==> config.mk <==
export PLATFORM = sky130hd
export DESIGN_NAME = seven_seg_display_ctrl
export DESIGN_NICKNAME = d
export VERILOG_FILES = /design/src/rtl/seven_seg_pkg.sv /design/src/rtl/bin2bcd_seq.sv /design/src/rtl/seven_seg_display_ctrl.sv
export SDC_FILE = /design/constraint.sdc
export NUM_CORES = 1
export LEC_CHECK = 0
export CAP_MARGIN = 20
export CORE_UTILIZATION = 59
export CTS_BUF_LIST = sky130_fd_sc_hd__clkbuf_4 sky130_fd_sc_hd__clkbuf_8
export CTS_CLUSTER_DIAMETER = 50
export DETAILED_ROUTE_END_ITERATION = 8
export GPL_TIMING_DRIVEN = 0
export PLACE_DENSITY = 0.83
export SLEW_MARGIN = 20
export SYNTH_ARGS = -nofsm -noshare
export SYNTH_HDL_FRONTEND = slang
export SYNTH_SLANG_ARGS = --single-unit
==> constraint.sdc <==
create_clock -name clk -period 2.4 [get_ports clk]
set_input_delay 0.48 -clock clk [delete_from_list [all_inputs] [get_ports clk]]
set_output_delay 0.48 -clock clk [all_outputs]
set_load 0.02 [all_outputs]
==> src/rtl/seven_seg_pkg.sv <==
// Shared definitions for the four-digit seven-segment display controller:
// converter FSM states, active-low segment codes and the digit encoder.
package seven_seg_pkg;

   localparam int REFRESH_DIV_DEFAULT = 50000;

   typedef enum logic [1:0] {
      ST_IDLE  = 2'd0,
      ST_SHIFT = 2'd1,
      ST_DONE  = 2'd2
   } bcd_state_t;

   // Segment order is gfedcba, a 0 lights the segment.
   localparam logic [6:0] SEG_0     = 7'b1000000;
   localparam logic [6:0] SEG_1     = 7'b1111001;
   localparam logic [6:0] SEG_2     = 7'b0100100;
   localparam logic [6:0] SEG_3     = 7'b0110000;
   localparam logic [6:0] SEG_4     = 7'b0011001;
   localparam logic [6:0] SEG_5     = 7'b0010010;
   localparam logic [6:0] SEG_6     = 7'b0000010;
   localparam logic [6:0] SEG_7     = 7'b1111000;
   localparam logic [6:0] SEG_8     = 7'b0000000;
   localparam logic [6:0] SEG_9     = 7'b0010000;
   localparam logic [6:0] SEG_DASH  = 7'b0111111;
   localparam logic [6:0] SEG_BLANK = 7'b1111111;

   function automatic logic [6:0] seg_encode(input logic [3:0] digit);
      case (digit)
         4'd0:    return SEG_0;
         4'd1:    return SEG_1;
         4'd2:    return SEG_2;
         4'd3:    return SEG_3;
         4'd4:    return SEG_4;
         4'd5:    return SEG_5;
         4'd6:    return SEG_6;
         4'd7:    return SEG_7;
         4'd8:    return SEG_8;
         4'd9:    return SEG_9;
         default: return SEG_BLANK;
      endcase
   endfunction

   // Double-dabble correction: any nibble of 5 or more gets 3 added before the shift.
   function automatic logic [19:0] dabble_adjust(input logic [19:0] bcd);
      logic [19:0] res;
      res = bcd;
      for (int i = 0; i < 5; i++) begin
         if (res[i*4 +: 4] >= 4'd5) res[i*4 +: 4] = res[i*4 +: 4] + 4'd3;
      end
      return res;
   endfunction

endpackage

==> src/rtl/bin2bcd_seq.sv <==
// Sequential 16-bit binary to 5-digit BCD converter (double dabble, one bit
// per clock). busy covers the 16 shift cycles plus the single DONE cycle.
module bin2bcd_seq
   import seven_seg_pkg::*;
(
   input  logic        clk,
   input  logic        reset,
   input  logic        start,
   input  logic [15:0] bin,
   output logic        busy,
   output logic        done,
   output logic [19:0] bcd
);

   bcd_state_t  r_state;
   bcd_state_t  w_next;
   logic [3:0]  r_cnt;
   logic [35:0] r_sr;
   logic [19:0] w_adj;
   logic [35:0] w_shifted;

   // NOTE: state registers use non-blocking assignments so every flop samples
   // pre-edge values regardless of the order the always blocks execute in.
   always_ff @(posedge clk or negedge reset) begin
      if (!reset) r_state <= ST_IDLE;
      else        r_state <= w_next;
   end

   // NOTE: every output of this block gets a default first; otherwise a path
   // through the case that skips an assignment infers a latch.
   always_comb begin
      w_next = r_state;
      busy   = 1'b0;
      done   = 1'b0;
      case (r_state)
         ST_IDLE:  if (start) w_next = ST_SHIFT;
         ST_SHIFT: begin
            busy = 1'b1;
            if (r_cnt == 4'd15) w_next = ST_DONE;
         end
         ST_DONE: begin
            busy   = 1'b1;
            done   = 1'b1;
            w_next = ST_IDLE;
         end
         default:  w_next = ST_IDLE;
      endcase
   end

   assign w_adj     = dabble_adjust(r_sr[35:16]);
   assign w_shifted = {w_adj, r_sr[15:0]} << 1;

   // Upper 20 bits accumulate BCD, lower 16 hold the binary still to shift in.
   always_ff @(posedge clk or negedge reset) begin
      if (!reset) begin
         r_sr  <= '0;
         r_cnt <= '0;
      end else if (r_state == ST_IDLE) begin
         if (start) begin
            r_sr  <= {20'd0, bin};
            r_cnt <= '0;
         end
      end else if (r_state == ST_SHIFT) begin
         r_sr  <= w_shifted;
         r_cnt <= r_cnt + 4'd1;
      end
   end

   assign bcd = r_sr[35:16];

endmodule

==> src/rtl/seven_seg_display_ctrl.sv <==
// Four-digit multiplexed seven-segment display of a 16-bit value, with leading
// zero blanking and dashes when the sample does not fit in four digits.
module seven_seg_display_ctrl
   import seven_seg_pkg::*;
#(
   parameter int REFRESH_DIV = REFRESH_DIV_DEFAULT
) (
   input  logic        clk,
   input  logic        reset,
   input  logic [15:0] value,
   input  logic        enable,
   output logic [6:0]  seg,
   output logic [3:0]  an,
   output logic        dp,
   output logic        busy,
   output logic        ovf
);

   localparam int DIV_W = (REFRESH_DIV > 1) ? $clog2(REFRESH_DIV) : 1;

   logic [DIV_W-1:0] r_div;
   logic             w_tick;
   logic [1:0]       r_scan;
   logic [1:0]       w_scan_next;
   logic [3:0][3:0]  r_dig;
   logic             r_ovf;
   logic [6:0]       r_seg;
   logic [3:0]       r_an;
   logic [6:0]       w_seg_next;
   logic [3:0]       w_an_next;
   logic [3:0]       w_lead_zero;
   logic             w_start;
   logic             w_busy;
   logic             w_done;
   logic [19:0]      w_bcd;

   assign w_tick      = (r_div == DIV_W'(REFRESH_DIV - 1));
   assign w_scan_next = r_scan + 2'd1;
   // A sample is taken only as the scan wraps to digit 0 and the converter is free.
   assign w_start     = w_tick && (r_scan == 2'd3) && enable && !w_busy;

   bin2bcd_seq u_bin2bcd (
      .clk   (clk),
      .reset (reset),
      .start (w_start),
      .bin   (value),
      .busy  (w_busy),
      .done  (w_done),
      .bcd   (w_bcd)
   );

   always_ff @(posedge clk or negedge reset) begin
      if (!reset)      r_div <= '0;
      else if (w_tick) r_div <= '0;
      else             r_div <= r_div + DIV_W'(1);
   end

   assign w_lead_zero[3] = (r_dig[3] == 4'd0);
   assign w_lead_zero[2] = w_lead_zero[3] && (r_dig[2] == 4'd0);
   assign w_lead_zero[1] = w_lead_zero[2] && (r_dig[1] == 4'd0);
   assign w_lead_zero[0] = 1'b0;

   always_comb begin
      w_seg_next = SEG_BLANK;
      if (r_ovf)                         w_seg_next = SEG_DASH;
      else if (!w_lead_zero[w_scan_next]) w_seg_next = seg_encode(r_dig[w_scan_next]);
   end

   assign w_an_next = ~(4'b0001 << w_scan_next);

   // an/seg are registered for the index being advanced to, so they switch together.
   always_ff @(posedge clk or negedge reset) begin
      if (!reset) begin
         r_scan <= '0;
         r_an   <= 4'b1111;
         r_seg  <= SEG_BLANK;
      end else if (w_tick) begin
         r_scan <= w_scan_next;
         r_an   <= w_an_next;
         r_seg  <= w_seg_next;
      end
   end

   // NOTE: the digit registers are a handful of flops feeding the display, so
   // they take the async reset; an interrupted conversion can never leak out.
   always_ff @(posedge clk or negedge reset) begin
      if (!reset) begin
         r_dig <= '0;
         r_ovf <= 1'b0;
      end else if (w_done) begin
         r_dig <= w_bcd[15:0];
         r_ovf <= |w_bcd[19:16];
      end
   end

   assign seg  = r_seg;
   assign an   = r_an;
   assign dp   = 1'b1;
   assign busy = w_busy;
   assign ovf  = r_ovf;

endmodule

==> metrics.md <==
| Metric | Value |
|---|---|
| Initial Util | 61.8% |
| Flop and latch count out of synthesis | 88 |
| Critical path type | register to register |
| Post-synth net total | 521 |
| Yosys Warn Count | 0 |
| DP HPWL | 7.48 mm |
| Flop pwr share | 59.0% |
| Cell area after synthesis | 0.00482 mm² |
| Clock slew at reported path FFs | 0.10 ns |
| Hold Path Class | input pin to async pin |
| Number of synthesized flops with an enable pin | 0 |
| Reg-to-Reg Start | r_scan[0] |
| Clock group share of total power | 38.4% |
| Routing usage on met2 | 43.5% |
| Critical Path Source | r_scan[0] |
| First-pass GRT wire length | 18.0 mm |
| CP Max Fanout | 7 |
| DR iter-0 viols | 209 |
| Mean Syn Cell Area | 10.1 µm² |
| Layout area overhead | 14.0% |
| CTS buffer count | 9 |
| Fin area | 0.00550 mm² |
| Die Footprint | 0.00854 mm² |
| Die width | 92.4 µm |
| Wirelength, routed | 10.5 mm |
| Core Rows | 32 |
| Vias in the first global route | 3773 |
| P_sw | 0.000612 W |
| Clk_lat worst skew | 0.37 ns |
| Status | completed |
| Max transition margin | 60.7% |
| Max cap viols | 0 |
| RSZ-0062 raised after global routing | no |
| CTS tree | done |
| Synth async-reset ratio | 100% |
| Area contributors post-synth | dfrtp_1 40%, ha_1 6.5%, dfstp_2 6.0% |
| Largest net degree at the start of global routing | 56 |
| All-Layer GR Usage | 27.1% |
| Gpl congestion | 0.843 |
| Hold_buf cts | 0 |
| Reg2Reg Depth | 10 |
| Commonest cells after routing, fill and taps aside | 77 x dfrtp_1, 41 x nand2_1, 32 x o21ai_0 |
| DR vias/cell | 6.01 |
| Pint | 0.00190 W |
| H-tree levels | 3 |
| PD cells | 457 mW/mm² |
| Final Hold Violating Endpoints | 0 |
| Clock sink total | 88 |
| Post-synth top area share | 40.0% |
| Share of layout cells above drive strength 1 | 12.5% |
| Root buf cell | clkbuf_8 |
| Skew final | 0.0118 ns |
| DRT Pass-1 Iters | 4 |
| Gr busiest metal | met2 |
| Leak | 2.32 nW |
| Cells after Synth | 477 |
| WP data required | 2.71 ns |
| CTS max path bufs | 2 |
| Final period util | 94.4% |
| Comb pwr share | 2.6% |
| Worst setup SP type | register |
| Worst slew pin tran | 0.589 ns |
| Register area share after synthesis | 46.0% |
| Critical Path End Type | register |
| Routed len/inst | 16.6 µm |
| DIE HEIGHT | 92.4 µm |
| Met1 usage | 36.6% |
| Antenna violations before repair | 0 |
| Met3 GRT Util | 4.27% |
| Min Clock Period, post-route | 2.27 ns |
| Top FF cell, synth | dfrtp_1 |
| DRC Markers | 0 |
| Detail Route Antenna Nets | 0 |
| Worst EP arrival | 2.58 ns |
| Setup violators final | 0 |
| Cell taking the most area after synthesis | dfrtp_1 |
| FILL cells | 584 |
| DR vias | 3781 |
| Core area | 0.00781 mm² |
| Sw Ratio | 24.4% |
| Yosys cell types | 41 |
| TNS Setup | 0 ns |
| VDD IR-drop max | 0.293 mV |
| Buffers on Ports | 31 |
| Commonest non-fill, non-tap cell in the layout | dfrtp_1 |
| Antenna Cells | 0 |
| Ports | 33 |
| Fmax | 0.441 GHz |
| Total gr overflow | 0 |
| Placed cell area | 0.00529 mm² |
| Max-slew violations | 0 |
| Final net count | 566 |
## cell usage after synthesis, types with 15 or more instances
master	count
nor2b_1	17
a31oi_1	17
ha_1	25
nand2_1	41
mux2_2	16
dfrtp_1	77
clkbuf_1	18
inv_1	22
nor2_1	25
nand3_1	21
a211oi_1	15
o21ai_0	32
mux2i_1	20
a21oi_1	28
## layout make-up
type | instances | area [µm²] | area share (%)
plain buffers | 28 | 135 | 2.46
clock buffers | 9 | 124 | 2.25
clock inverters | 7 | 56.3 | 1.02
inverters | 22 | 82.6 | 1.50
multi-input cells | 339 | 2400 | 43.8
flip-flops and latches | 88 | 2220 | 40.3
well taps | 102 | 128 | 2.32
repair buffers | 34 | 350 | 6.37
## power groups by stage
stage	clock [W]	combinational [W]	sequential [W]
6_report	0.000964	0.0000656	0.00148
5_1_grt	0.00104	0.0000750	0.00148
4_1_cts	0.000981	0.0000680	0.00148
3_5_place_dp	0	0.0000678	0.00151
3_3_place_gp	0	0.0000615	0.00151
2_1_floorplan	0	0.00000292	0.00151
## timing repair
action	in CTS	in global routing
setup buffers	0	2
endpoints found under the setup margin	2	7
resized for setup	2	4
## critical path, cell delays in order, from the launching register on
cell	delay (ns)
dfrtp_1	0.40
buf_4	0.18
inv_1	0.12
ha_4	0.33
mux4_2	0.36
inv_2	0.11
ha_1	0.25
inv_1	0.06
mux2i_1	0.06
o21ai_0	0.18
o22a_1	0.15
## sequential cells by signal, indices dropped and copies added (netlist names)
register / flops
an: 4
ovf: 1
r_dig: 16
r_div: 16
r_scan: 2
seg: 7
u_bin2bcd.r_cnt: 4
u_bin2bcd.r_sr: 36
u_bin2bcd.r_state: 2
## stage by stage
| stage | worst slack (ns) | hold slack [ns] | utilization [%] | total power [W] | cells |
|---|---|---|---|---|---|
| after floorplan | 0.225 | 0.184 | - | 0.00151 | 477 |
| after global placement | -2.23 | 0.468 | 67.4 | 0.00157 | 610 |
| after detailed placement | -0.0777 | 0.456 | 67.7 | 0.00158 | 611 |
| after CTS | 0.00580 | 0.0547 | 70.1 | 0.00253 | 627 |
| after global routing | 0.00409 | 0.0709 | 70.4 | 0.00259 | 629 |
| final | 0.134 | 0.0424 | 70.4 | 0.00251 | 629 |
## routing by layer
layer  wire length (µm)  up-vias
met5                  0        -
met2               4990      122
met3                516       21
met1               4740     1856
met4                223        0
li1                   -     1782
## logic make-up (layout without fill, tap and decap cells)
family	Yosys count	count (layout)	synth area share, %
and+or+nand+nor	135	135	14.0
AOI/OAI and AO/OA	112	112	14.6
DFF	88	88	46.0
buffers and inverters	50	100	4.44
muxes	40	40	9.76
xor gates and xnor gates	26	26	4.72
adders and majority gates	25	25	6.49
other	1	1	0.0778
## path summary, 6_finish.rpt
path | end | slack (ns)
max | seg[3] | 0.13
min | r_scan[0] | 0.04
max reg2reg | seg[3] | 0.13
min reg2reg | an[0] | 0.49
max in group asynchronous | u_bin2bcd.r_sr[34] | 1.73
min in group clk | an[0] | 0.49
Power figures use the tool's default switching activity.
